File: src/rtl/mcdf_arbiter.sv
// mcdf_arbiter: picks one eligible slave channel per packet (programmable
// priority, round-robin tie-break), pops the whole packet from that slave and
// presents it on a registered valid/ready stream tagged with channel id and
// start/end-of-packet markers.
// Optional build macro ARB_PARITY_GEN_EN adds data_p_o, an even-parity bit
// registered alongside data_o so that ^{data_o, data_p_o} == 0.
module mcdf_arbiter #(
  parameter int NUM_CH     = 3,
  parameter int FIFO_DEPTH = 32,
  parameter int DW         = 32
) (
  input  logic                 clk_i,
  input  logic                 rst_i,
  input  logic [NUM_CH*DW-1:0] slv_data_i,
  input  logic [NUM_CH-1:0]    slv_valid_i,
  input  logic [NUM_CH*6-1:0]  slv_freeslot_i,
  output logic [NUM_CH-1:0]    slv_fetch_o,
  input  logic [NUM_CH-1:0]    slv_en_i,
  input  logic [NUM_CH*2-1:0]  slv_prio_i,
  input  logic [NUM_CH*2-1:0]  pkt_len_i,
  output logic [DW-1:0]        data_o,
  output logic                 valid_o,
  input  logic                 ready_i,
  output logic                 sof_o,
  output logic                 eof_o,
  output logic [1:0]           ch_id_o,
  output logic                 busy_o
`ifdef ARB_PARITY_GEN_EN
  ,
  output logic                 data_p_o
`endif
);

  typedef enum logic [0:0] {
    S_IDLE = 1'b0,
    S_XFER = 1'b1
  } state_t;

  state_t      r_state;
  logic [1:0]  r_ch;
  logic [5:0]  r_len;
  logic [5:0]  r_cnt;
  logic [1:0]  r_last;

  logic [6:0]        w_avail [NUM_CH];
  logic [NUM_CH-1:0] w_elig;
  logic              w_any;
  logic [1:0]        w_sel;
  logic [1:0]        w_min;
  logic              w_fetch;
  logic [DW-1:0]     w_head;

  // Length code to packet length in words: 4, 8, 16 or 32.
  function automatic logic [5:0] f_len(input logic [1:0] code);
    f_len = 6'(6'd4 << code);
  endfunction

`ifdef ARB_PARITY_GEN_EN
  // Even parity: returns the bit that makes the total count of ones even.
  function automatic logic f_even_par(input logic [DW-1:0] d);
    f_even_par = ^d;
  endfunction
`endif

  // Per-channel eligibility: enabled and holding at least one full packet.
  always_comb begin
    w_elig = '0;
    for (int n = 0; n < NUM_CH; n++) begin
      w_avail[n] = 7'(FIFO_DEPTH) - {1'b0, slv_freeslot_i[n*6 +: 6]};
      if (slv_en_i[n] && ({1'b0, slv_freeslot_i[n*6 +: 6]} <= 7'(FIFO_DEPTH))
          && (w_avail[n] >= {1'b0, f_len(pkt_len_i[n*2 +: 2])})) begin
        w_elig[n] = 1'b1;
      end else begin
        w_elig[n] = 1'b0;
      end
    end
  end

  // Winner selection: lowest prio value, ties broken from last grant + 1.
  always_comb begin
    logic found;
    int   idx;
    w_any = |w_elig;
    w_min = 2'd3;
    w_sel = 2'd0;
    found = 1'b0;
    idx   = 0;
    for (int n = 0; n < NUM_CH; n++) begin
      if (w_elig[n] && (slv_prio_i[n*2 +: 2] < w_min)) begin
        w_min = slv_prio_i[n*2 +: 2];
      end else begin
        w_min = w_min;
      end
    end
    for (int k = 1; k <= NUM_CH; k++) begin
      idx = (int'(r_last) + k) % NUM_CH;
      if (!found && w_elig[idx] && (slv_prio_i[idx*2 +: 2] == w_min)) begin
        w_sel = 2'(idx);
        found = 1'b1;
      end else begin
        found = found;
      end
    end
  end

  // Pop decision for the granted channel; stalls on empty slave or full output.
  always_comb begin
    w_head  = slv_data_i[r_ch*DW +: DW];
    w_fetch = (r_state == S_XFER) && (r_cnt < r_len) && slv_valid_i[r_ch]
              && (!valid_o || ready_i);
    slv_fetch_o = '0;
    if (w_fetch) begin
      slv_fetch_o[r_ch] = 1'b1;
    end else begin
      slv_fetch_o = '0;
    end
  end

  // Arbitration/transfer FSM with all stream outputs registered.
  always_ff @(posedge clk_i) begin
    if (rst_i) begin
      r_state  <= S_IDLE;
      r_ch     <= 2'd0;
      r_len    <= 6'd0;
      r_cnt    <= 6'd0;
      r_last   <= 2'(NUM_CH - 1);
      data_o   <= '0;
      valid_o  <= 1'b0;
      sof_o    <= 1'b0;
      eof_o    <= 1'b0;
      ch_id_o  <= 2'd0;
      busy_o   <= 1'b0;
`ifdef ARB_PARITY_GEN_EN
      data_p_o <= 1'b0;
`endif
    end else begin
      case (r_state)
        S_IDLE: begin
          if (w_any) begin
            r_ch    <= w_sel;
            r_len   <= f_len(pkt_len_i[w_sel*2 +: 2]);
            r_cnt   <= 6'd0;
            r_last  <= w_sel;
            r_state <= S_XFER;
            busy_o  <= 1'b1;
          end
        end
        S_XFER: begin
          if (w_fetch) begin
            data_o   <= w_head;
            valid_o  <= 1'b1;
            sof_o    <= (r_cnt == 6'd0);
            eof_o    <= (r_cnt == (r_len - 6'd1));
            ch_id_o  <= r_ch;
            r_cnt    <= r_cnt + 6'd1;
`ifdef ARB_PARITY_GEN_EN
            data_p_o <= f_even_par(w_head);
`endif
          end else if (ready_i && valid_o) begin
            valid_o <= 1'b0;
            sof_o   <= 1'b0;
            eof_o   <= 1'b0;
          end
          // Packet ends when its last word is taken downstream.
          if (valid_o && eof_o && ready_i) begin
            r_state <= S_IDLE;
            busy_o  <= 1'b0;
          end
        end
        default: begin
          r_state <= S_IDLE;
          busy_o  <= 1'b0;
        end
      endcase
    end
  end

endmodule

File: config.mk
export PLATFORM = sky130hd
export DESIGN_NAME = mcdf_arbiter
export DESIGN_NICKNAME = d
export VERILOG_FILES = /design/src/rtl/mcdf_arbiter.sv
export SDC_FILE = /design/constraint.sdc
export NUM_CORES = 1
export LEC_CHECK = 0
export BUFFER_PORTS_ARGS = -buffer_cell sky130_fd_sc_hd__buf_2
export CELL_PAD_IN_SITES_DETAIL_PLACEMENT = 1
export CELL_PAD_IN_SITES_GLOBAL_PLACEMENT = 2
export CORE_ASPECT_RATIO = 1.4
export CORE_MARGIN = 2
export CORE_UTILIZATION = 27
export CTS_BUF_LIST = sky130_fd_sc_hd__clkbuf_8
export DETAILED_ROUTE_END_ITERATION = 8
export GPL_ROUTABILITY_DRIVEN = 0
export GPL_TIMING_DRIVEN = 0
export PLACE_DENSITY = 0.9
export SLEW_MARGIN = 15
export SYNTH_ARGS = -nofsm -noshare
export SYNTH_HDL_FRONTEND = slang
export SYNTH_SLANG_ARGS = --single-unit
File: constraint.sdc
create_clock -name clk_i -period 6.6 [get_ports clk_i]
set_input_delay 0.99 -clock clk_i [delete_from_list [all_inputs] [get_ports clk_i]]
set_output_delay 0.99 -clock clk_i [all_outputs]
set_load 0.01 [all_outputs]
==> results.md <==
* Status: completed
* Distinct cell type count after synthesis at 56
* Rows at 53
* Initial Util at 0.275
* DR WL/cell at 17.1 microns
* Syn avg cell area at 7.89 sq um
* Post-route insts no fill at 895
* Top FF cell, synth: dfxtp_1
* Max cap viols at 0
* ANT cells at 0
* Final Hold Fails at 0
* WL final at 15300 microns
* Via density at 5.15
* FFs w/ async S/R, synth at 0
* Seq/Total Area, Yosys at 0.254
* R2R Path End: r_len[3]$_SDFFE_PP0P_
* Core box area at 14900 sq um
* Flop-to-flop setup slack at 2.49 ns
* Least-Margin Pin Slew at 0.788 ns
* Flops & latches, synth at 52
* Post_cts resized at 0
* Worst r2r path cells at 14
* Clock buffer depth at 2
* Vias at 4611
* CTS buffer count at 5
* Share of cells above drive strength 1 at 0.294
* Die Ht at 150 microns
* Worst-path maximum fanout at 8
* Max frequency at 0.165 GHz
* FF-to-FF Start: r_ch[0]$_SDFFE_PP0P_
* WP data arrival at 6.28 ns
* Mapped Cells at 520
* Fin util at 0.356
* Total die area at 16200 sq um
* CTS root buf: clkbuf_8
* Gr usage total at 0.180
* Largest cells by area after synthesis: dfxtp_1, ha_1, nor2_1
* TritonRoute pass-1 iters at 4
* Kind of critical path: input pin to register
* # nets final at 868
* Synth area leader: dfxtp_1
* Post-CTS setup buffer count at 0
* P_leak at 0.00233 uW
* Maximum vdd drop at 72.3 uV
* Post-Synth Simple-Gate Area at 0.218
* PortBufs at 175
* Largest net degree at the start of global routing at 18
* CTS clock-pin slew for the worst setup and hold paths at 0.10 ns
* Initial DRC Count at 150
* CTS sink count at 52
* Post-synthesis mux area share at 0.0964
* Number of synthesized flops with an enable pin at 0
* H-tree depth at 2
* Final setup TNS at 0 ns
* Synth-to-Final Area Change at 29.4%
* Hold/Removal Path Class: register to register
* Pins Over Slew Limit at 0
* Crit path from: slv_freeslot_i[6]
* Syn Std Cell Area at 4100 sq um
* Hold buffer count at CTS at 0
* Synth Area in Compound Gates at 0.242
* Worst setup path endpoint: r_len[3]$_SDFFE_PP0P_
* Main combinational cell family by area after synthesis: compound AO/OA/AOI/OAI gates
* Slew headroom at 0.474
* Total grt overflow at 0
* Final Setup Violations at 0
* Synth Warn # at 0
* Hold WS at 0.462 ns
* RSZ-0062 raised after global routing: false
* DPL Wire Length at 12800 microns
* Detail Route Antenna Nets at 0
* Clock Latency Late Sink at 0.32 ns
* Vias in the first global route at 4783
* Die width at 108 microns
* Placed Cells at 887
* Final Cycle Share at 0.918
* Startpoint types: input pin
* Max Clock Skew at 0.00984 ns
* Initial antenna violation count at 0
* TritonCTS clock tree: done
* DRC errors left at 0
* # IOs at 176
* Post-Synth Adder-Cell Area at 0.0946
* Post-Synth XOR/XNOR Area at 0.0427
* Mapped Nets at 686
* Min Tclk post-route at 6.06 ns
* First-pass GRT wire length at 23300 microns
* Crit. End Element: register
* Share of the synthesized area in the top cell type at 0.254
* Data required time of the critical path at 6.82 ns
* Power Density at 164 nW/um^2
placed cells by master (no fill, tap or decap), drive strengths merged, types with 6 or more instances in the layout:
cell,n
buf,182
nor2,89
dfxtp,52
a21oi,39
mux2i,32
nand2,31
ha,31
inv,28
clkbuf,27
a211oi,21
o21ai,19
xnor2,16
a22oi,13
a311oi,13
nor3,12
nand2b,10
and2,6
nand3,6
mux2,6
worst min-delay path by stage:
stage                     startpoint                     to  slack (ns)  cells after the start
2_1_floorplan  r_len[3]$_SDFFE_PP0P_  r_len[3]$_SDFFE_PP0P_        0.46                      1
3_3_place_gp     busy_o$_SDFFE_PP0P_    busy_o$_SDFFE_PP0P_        0.45                      2
3_5_place_dp     busy_o$_SDFFE_PP0P_    busy_o$_SDFFE_PP0P_        0.45                      2
4_1_cts          busy_o$_SDFFE_PP0P_    busy_o$_SDFFE_PP0P_        0.46                      2
5_1_grt          busy_o$_SDFFE_PP0P_    busy_o$_SDFFE_PP0P_        0.50                      2
6_report         busy_o$_SDFFE_PP0P_    busy_o$_SDFFE_PP0P_        0.46                      2
kinds of logic after synthesis:
group	Yosys count
AOI/OAI and AO/OA	139
DFF	52
buffers and inverters	56
muxes	38
xor gates and xnor gates	20
adders and majority gates	31
and+or+nand+nor	184
flip-flops by register name (all words and copies together), names as in the netlist:
signal   count
r_state      1
r_len        4
data_o      32
r_ch         2
r_last       1
ch_id_o      2
eof_o        1
sof_o        1
busy_o       1
r_cnt        6
valid_o      1
cell usage after synthesis, types with 2 or more instances:
cell	n
a22oi_1	13
nand2_1	31
nand2b_1	10
nand4_1	5
mux2_2	3
dfxtp_1	52
a32oi_1	2
xor2_1	4
and2_1	6
o21a_1	3
nor3_1	12
a31oi_1	5
and3_1	4
or4_1	2
nor2_1	89
o21ai_0	19
a21boi_0	3
a32o_1	4
xnor2_1	16
inv_1	27
a21o_1	2
mux2i_1	32
mux2_4	2
clkbuf_1	22
a21oi_1	39
nor4_1	2
or3_1	3
or2_2	5
o311ai_4	2
ha_1	31
buf_1	6
nand3_1	6
a211o_2	2
a311oi_1	13
a211oi_1	21
nor4b_4	2
layout make-up:
cell class,count,area (sq um)
Tap cell,192,240
Timing Repair Buffer,175,876
Clock buffer,5,68.8
Inverter,27,101
Buffer,29,116
Fill cell,1901,9610
Clock inverter,3,22.5
Sequential cell,52,1040
Multi-Input combinational cell,412,2840
power breakdown:
part           switching [uW]  internal, uW  total, uW
Sequential               13.8           333        347
Combinational             188           142        330
Clock                     119          76.4        195
layer usage:
metal | global-route usage | up-vias | routed length (microns)
li1 | - | 2234 | -
met3 | 0.0327 | 17 | 915
met5 | 0 | - | 0
met4 | 0.0391 | 0 | 233
met2 | 0.364 | 141 | 8390
met1 | 0.188 | 2219 | 5790
worst max-delay path: stages:
cell and delay, ns:
buf_2 0.11, inv_1 0.05, ha_1 0.20, nor4b_4 0.27, nor2_1 0.08, ha_1 0.30
o21ai_0 0.18, a21oi_1 0.10, o311ai_4 0.47, o22ai_1 0.19, ha_1 0.32, inv_1 0.07
or4_1 0.59, and3_1 0.22, or3_1 0.41, o311ai_1 0.20, a211oi_1 0.18, o31ai_2 0.44
mux2_1 0.39, mux2_2 0.29, a32o_1 0.22
stage by stage:
stage                     instance area (sq um)  worst slack (ns)  power [uW]
after floorplan                            4100              1.05         556
after global placement                     5220             0.443         666
after detailed placement                   5220             0.169         686
after CTS                                  5310             0.506         881
after global routing                       5310             0.186         927
final                                      5310             0.538         873
Power figures use the tool's default switching activity.
